$ cat config.mk
export PLATFORM = sky130hd
export DESIGN_NAME = fetch_stage
export DESIGN_NICKNAME = d
export VERILOG_FILES = /design/src/rtl/fetch_stage_pkg.sv /design/src/rtl/fetch_stage_npc.sv /design/src/rtl/fetch_stage.sv
export SDC_FILE = /design/constraint.sdc
export NUM_CORES = 1
export LEC_CHECK = 0
export BUFFER_PORTS_ARGS = -buffer_cell sky130_fd_sc_hd__buf_4
export CAP_MARGIN = 15
export CELL_PAD_IN_SITES_DETAIL_PLACEMENT = 1
export CELL_PAD_IN_SITES_GLOBAL_PLACEMENT = 1
export CORE_ASPECT_RATIO = 0.8
export CORE_MARGIN = 5
export CORE_UTILIZATION = 41
export CTS_CLUSTER_DIAMETER = 120
export DETAILED_ROUTE_END_ITERATION = 10
export GPL_ROUTABILITY_DRIVEN = 1
export GPL_TIMING_DRIVEN = 0
export PLACE_DENSITY = 0.8
export SYNTH_ARGS = -nofsm -noshare
export SYNTH_HDL_FRONTEND = slang
export SYNTH_SLANG_ARGS = --single-unit
$ cat constraint.sdc
create_clock -name clk -period 3.3 [get_ports clk]
set_clock_uncertainty 0.2 [all_clocks]
set_input_delay 0 -clock clk [delete_from_list [all_inputs] [get_ports clk]]
set_output_delay 0 -clock clk [all_outputs]
set_load 0.02 [all_outputs]
$ cat src/rtl/fetch_stage_pkg.sv
// Shared decode constants and next-PC selection helpers for the fetch stage.
// Opcode/func values match the MIPS subset executed by the core.
package fetch_stage_pkg;

  localparam logic [31:0] PC_RESET_DEFAULT = 32'h0000_3000;

  localparam logic [5:0] OP_SPECIAL = 6'h00;
  localparam logic [5:0] OP_J       = 6'h02;
  localparam logic [5:0] OP_JAL     = 6'h03;
  localparam logic [5:0] OP_BEQ     = 6'h04;
  localparam logic [5:0] FN_JR      = 6'h08;

  typedef enum logic [1:0] {
    NPC_PC4  = 2'd0,
    NPC_BR   = 2'd1,
    NPC_JIDX = 2'd2,
    NPC_JREG = 2'd3
  } npc_sel_e;

  function automatic npc_sel_e npc_decode(input logic [31:0] instr, input logic cmp_eq);
    npc_sel_e sel;
    sel = NPC_PC4;
    if (instr[31:26] == OP_BEQ && cmp_eq) begin
      sel = NPC_BR;
    end else if (instr[31:26] == OP_J || instr[31:26] == OP_JAL) begin
      sel = NPC_JIDX;
    end else if (instr[31:26] == OP_SPECIAL && instr[5:0] == FN_JR) begin
      sel = NPC_JREG;
    end
    return sel;
  endfunction

  function automatic logic [31:0] br_offset(input logic [15:0] imm);
    return {{14{imm[15]}}, imm, 2'b00};
  endfunction

endpackage

$ cat src/rtl/fetch_stage_npc.sv
// Combinational next-PC selector: resolves beq/j/jal/jr sitting in D,
// otherwise advances the fetch PC by one word. All adds wrap at 32 bits.
module npc
  import fetch_stage_pkg::*;
(
  input  logic [31:0] pc_f_i,
  input  logic [31:0] pc_d_i,
  input  logic [31:0] instr_d_i,
  input  logic [31:0] rs_fwd_d_i,
  input  logic        cmp_eq_d_i,
  output logic [31:0] npc_o
);

  npc_sel_e sel;

  always_comb begin
    sel   = npc_decode(instr_d_i, cmp_eq_d_i);
    npc_o = pc_f_i + 32'd4;
    case (sel)
      NPC_BR:   npc_o = pc_d_i + 32'd4 + br_offset(instr_d_i[15:0]);
      NPC_JIDX: npc_o = {pc_d_i[31:28], instr_d_i[25:0], 2'b00};
      NPC_JREG: npc_o = rs_fwd_d_i;
      default:  ;
    endcase
  end

endmodule

$ cat src/rtl/fetch_stage.sv
// IF stage with the IF/ID pipeline register, stall freeze, ID/EX bubble
// request, saturating stall-cycle counter and sticky misaligned-PC flag.
module fetch_stage
  import fetch_stage_pkg::*;
#(
  parameter logic [31:0] PC_RESET = PC_RESET_DEFAULT,
  parameter int unsigned CNT_W    = 16
) (
  input  logic             clk,
  input  logic             reset,
  input  logic             stall,
  input  logic [31:0]      instr_F,
  input  logic             cmp_eq_D,
  input  logic [31:0]      rs_fwd_D,
  output logic [31:0]      pc_F,
  output logic [31:0]      instr_D,
  output logic [31:0]      pc_D,
  output logic [31:0]      pc8_D,
  output logic             valid_D,
  output logic             clr_E,
  output logic [CNT_W-1:0] stall_cnt,
  output logic             pc_misalign
);

  logic [31:0]      pcf_q, pcf_d;
  logic [31:0]      ifid_instr_q, ifid_instr_d;
  logic [31:0]      ifid_pc_q, ifid_pc_d;
  logic             valid_q, valid_d;
  logic [CNT_W-1:0] cnt_q, cnt_d;
  logic             misalign_q, misalign_d;
  logic [31:0]      npc_w;

  npc u_npc (
    .pc_f_i     (pcf_q),
    .pc_d_i     (ifid_pc_q),
    .instr_d_i  (ifid_instr_q),
    .rs_fwd_d_i (rs_fwd_D),
    .cmp_eq_d_i (cmp_eq_D),
    .npc_o      (npc_w)
  );

  // Stall outranks any redirect in D; the redirect is re-evaluated on release.
  always_comb begin
    pcf_d        = pcf_q;
    ifid_instr_d = ifid_instr_q;
    ifid_pc_d    = ifid_pc_q;
    valid_d      = valid_q;
    cnt_d        = cnt_q;
    misalign_d   = misalign_q | (pcf_q[1:0] != 2'b00);
    if (stall) begin
      if (cnt_q != '1) cnt_d = cnt_q + CNT_W'(1);
    end else begin
      pcf_d        = npc_w;
      ifid_instr_d = instr_F;
      ifid_pc_d    = pcf_q;
      valid_d      = 1'b1;
    end
  end

  always_ff @(posedge clk or negedge reset) begin
    if (!reset) begin
      pcf_q        <= PC_RESET;
      ifid_instr_q <= '0;
      ifid_pc_q    <= '0;
      valid_q      <= 1'b0;
      cnt_q        <= '0;
      misalign_q   <= 1'b0;
    end else begin
      pcf_q        <= pcf_d;
      ifid_instr_q <= ifid_instr_d;
      ifid_pc_q    <= ifid_pc_d;
      valid_q      <= valid_d;
      cnt_q        <= cnt_d;
      misalign_q   <= misalign_d;
    end
  end

  assign pc_F        = pcf_q;
  assign instr_D     = ifid_instr_q;
  assign pc_D        = ifid_pc_q;
  assign pc8_D       = ifid_pc_q + 32'd8;
  assign valid_D     = valid_q;
  assign clr_E       = stall & reset;
  assign stall_cnt   = cnt_q;
  assign pc_misalign = misalign_q;

endmodule

==> results.tsv <==
stage	metric	value	unit
routing	WL final	36500	um
setup_path	WP data arrival	3410	ps
setup_path	startpoint types	flop	
floorplan	die area	0.0233	mm2
routing	Met3 Routed Length	3630	um
job	Max Cap Violations	0	
timing	Max Fclk	304	MHz
power_and_ir_drop	PwrDens	870	mW/mm2
routing	wl on met1	15400	um
setup_path	CP dominant cell by count	ha_1	
grt	number of global-route vias before repair	9188	
logic_synthesis	number of enable flip-flop cells after synthesis	0	
routing	highest layer used for signal routing	met4	
logic_synthesis	mux contribution to synthesized area	0.0807	
logic_synthesis	ys async rst share	1.00	
finish	# diodes	0	
logic_synthesis	Yosys reg bits	114	
finish	Nets	1323	
floorplan	Initial Util	0.419	
logic_synthesis	Post-Synth XOR/XNOR Area	0.0683	
finish	share of cells above drive strength 1	0.329	
timing	Final Hold Viols	0	
clock_tree	latest clock arrival within the worst-skew pair	440	ps
setup_path	CP cell instances	ha_1 > ha_1 > buf_6 > a21o_1 > or3_4 > o211ai_4 > a211oi_4 > o21ai_0 > a21boi_0 > o31ai_1	
routing	wire length on met2	16500	um
routing	residual DRC count	0	
grt	initial antenna violation count	0	
routing	post-route ant nets	0	
placement	Post-DP HPWL	25200	um
clock_tree	CTS Buf Count	17	
setup_path	Crit. Startpoint	pc_D[10]	
routing	vias per cell	6.03	
finish	non-filler cells, final	1471	
logic_synthesis	Synth Area in Adders	0.0924	
routing	Vias	8871	
run_status	status	finished clean	
timing	Setup Viol. Count Final	0	
power_and_ir_drop	PnR Total Power	10.2	mW
floorplan	Vert. Die Dim	138	um
setup_path	Critical-path top delay cell	dfrtp_1	
clock_tree	H-tree depth	4	
logic_synthesis	part of the Yosys area used for sequential elements	0.342	
clock_tree	clk sinks	114	
setup_path	Req. time, crit path	3420	ps
clock_tree	clock buffer depth	2	
logic_synthesis	Cells after Synth	890	
timing	Final WS setup	8.06	ps
timing	RSZ-0062 raised after global routing	yes	
timing	Fin Setup TNS	0	ps
finish	post-layout util	0.587	
floorplan	IO Pins	215	
logic_synthesis	synthesized area	0.00834	mm2
power_and_ir_drop	peak supply drop	0.394	mV
setup_path	Worst path max stage delay	470	ps
routing	Initial DRC Count	763	
placement	placed cell count	1368	
hold_path	worst min path class	input pin to flop	
placement	I/O Buffers	213	
floorplan	core area	0.0199	mm2
grt	largest net degree at the start of global routing	82	
timing	Final period util	0.998	
routing	Pre-Repair DR Iteration Count	6	
logic_synthesis	Synth Area in Compound Gates	0.195	
setup_path	largest fanout on the critical path	7	
grt	gr usage total	0.309	
timing	Worst-Margin Slew	957	ps
logic_synthesis	synthesized net count	1019	
routing	WL/cell	24.8	um
setup_path	Crit. End Element	flop	
hold_path	hold_sp	rs_fwd_D[15]	
floorplan	die span in x	169	um
timing	Slew headroom	0.360	
logic_synthesis	library cells used by synthesis	85	
setup_path	critical setup path kind	flop to flop	
finish	area grow syn2layout	40.1	%
floorplan	row cnt	46	
timing	Pins Over Slew Limit	0	
finish	Filler cells	2271	
placement	RD Place Congestion	0.911	
logic_synthesis	yosys warns	0	
finish	commonest non-fill, non-tap cell in the layout	buf_4	
power_and_ir_drop	Static Leak	5.21	nW
finish	most frequent cells in the layout	buf_4, dfrtp_1, nand2_1	
clock_tree	Reg clk slew, reported paths	70	ps
logic_synthesis	largest family of logic cells by synthesized area	compound AO/OA/AOI/OAI gates	
logic_synthesis	Post-Synth Simple-Gate Area	0.179	
clock_tree	Root Driver	clkbuf_16	
clock_tree	TritonCTS clock tree	yes	
setup_path	RR Startpoint	pc_D[10]	
logic_synthesis	Most used DFF post-synth	dfrtp_1	
logic_synthesis	Syn Area/Cell	9.37	um2
grt	global route total overflow	0	
timing	Final min period	3290	ps
grt	first-pass GRT wire length	55300	um
placement	Placement Setup Slack	-408	ps
cell usage after synthesis, drive strengths merged (4+ instances only):
master / number / share of area
buf: 27 / 0.023
nor3b: 4 / 0.0036
a31oi: 15 / 0.011
a22oi: 5 / 0.0045
nand3b: 4 / 0.0036
and2: 8 / 0.0062
o31ai: 4 / 0.0053
mux2: 58 / 0.078
clkbuf: 20 / 0.0090
nand3: 44 / 0.026
xor2: 17 / 0.018
nand2: 77 / 0.035
nor2: 57 / 0.026
o21a: 8 / 0.0072
a211oi: 9 / 0.0087
and4: 6 / 0.0063
ha: 60 / 0.090
dfrtp: 112 / 0.34
a21oi: 54 / 0.033
xnor2: 48 / 0.050
and3: 21 / 0.017
a2111oi: 4 / 0.0050
nand4: 20 / 0.017
nor2b: 4 / 0.0030
o22ai: 7 / 0.0053
nor3: 25 / 0.019
a21o: 15 / 0.014
o21ai: 55 / 0.033
inv: 24 / 0.011
o211ai: 8 / 0.0095
a221oi: 14 / 0.015
layout make-up:
type	instances	area (um2)	share of cell area
Inverter	24	90.1	0.00771
Sequential cell	114	2870	0.245
Clock inverter	15	126	0.0108
Timing Repair Buffer	289	2370	0.203
Clock buffer	17	425	0.0364
Tap cell	264	330	0.0283
Buffer	43	254	0.0217
Multi-Input combinational cell	705	5220	0.446
where the power goes:
group / switching, mW / total (mW) / internal (mW)
Sequential: 0.771 / 2.60 / 1.83
Clock: 0.808 / 1.79 / 0.980
Combinational: 3.29 / 5.78 / 2.49
Total: 4.87 / 10.2 / 5.30
worst max-delay path: cells and delay by family (launching register included):
kind	cells	cell delay [ps]
buffers and inverters	1	140
flip-flops	1	470
adder cells (fa/ha/maj)	2	620
AND/OR/NAND/NOR	1	360
AO/OA/AOI/OAI	6	1380
worst paths after layout:
check / to / slack [ps] / cells after the start
hold reg to reg: valid_D / 290 / 1
setup / recovery: pc_F[27] / 8 / 10
min in group asynchronous: pc_D[13] / 430 / 4
hold / removal: pc_F[15] / 30 / 5
setup reg to reg: pc_F[27] / 8 / 10
max in group asynchronous: pc_D[4] / 2020 / 4
cell families (layout without fill, tap and decap cells):
kind of cell	after synthesis	after routing
simple gates	286	286
compound gates	233	233
flops	114	114
buf+inv	71	388
xor+xnor	65	65
fa+ha+maj	61	61
mux	60	60
routing by layer:
layer | up-vias | global-route usage
li1 | 3926 | -
met1 | 4383 | 0.416
met2 | 494 | 0.486
met3 | 68 | 0.0838
met4 | 0 | 0.102
met5 | - | 0
state kept, by name, indices dropped and copies added (netlist names):
signal and count:
valid_D 1, pc_F 32, instr_D 32, stall_cnt 16
pc_misalign 1, pc_D 32
stage by stage:
stage	hold WS, ps	instance area (um2)
3_3_place_gp	32.5	10300
2_1_floorplan	-496	8340
4_1_cts	5.18	11500
3_5_place_dp	-270	10300
5_1_grt	44.0	11700
6_report	31.5	11700
what timing repair did:
action                                 in CTS  in global routing
endpoints found under the hold margin     171                  0
setup endpoints to repair                  15                 14
gates resized for setup                     8                 26
setup buffers                               2                 11
pin swaps                                   2                  9
hold buffers                               62                  0
No activity file was read; power rests on OpenSTA's default activity.
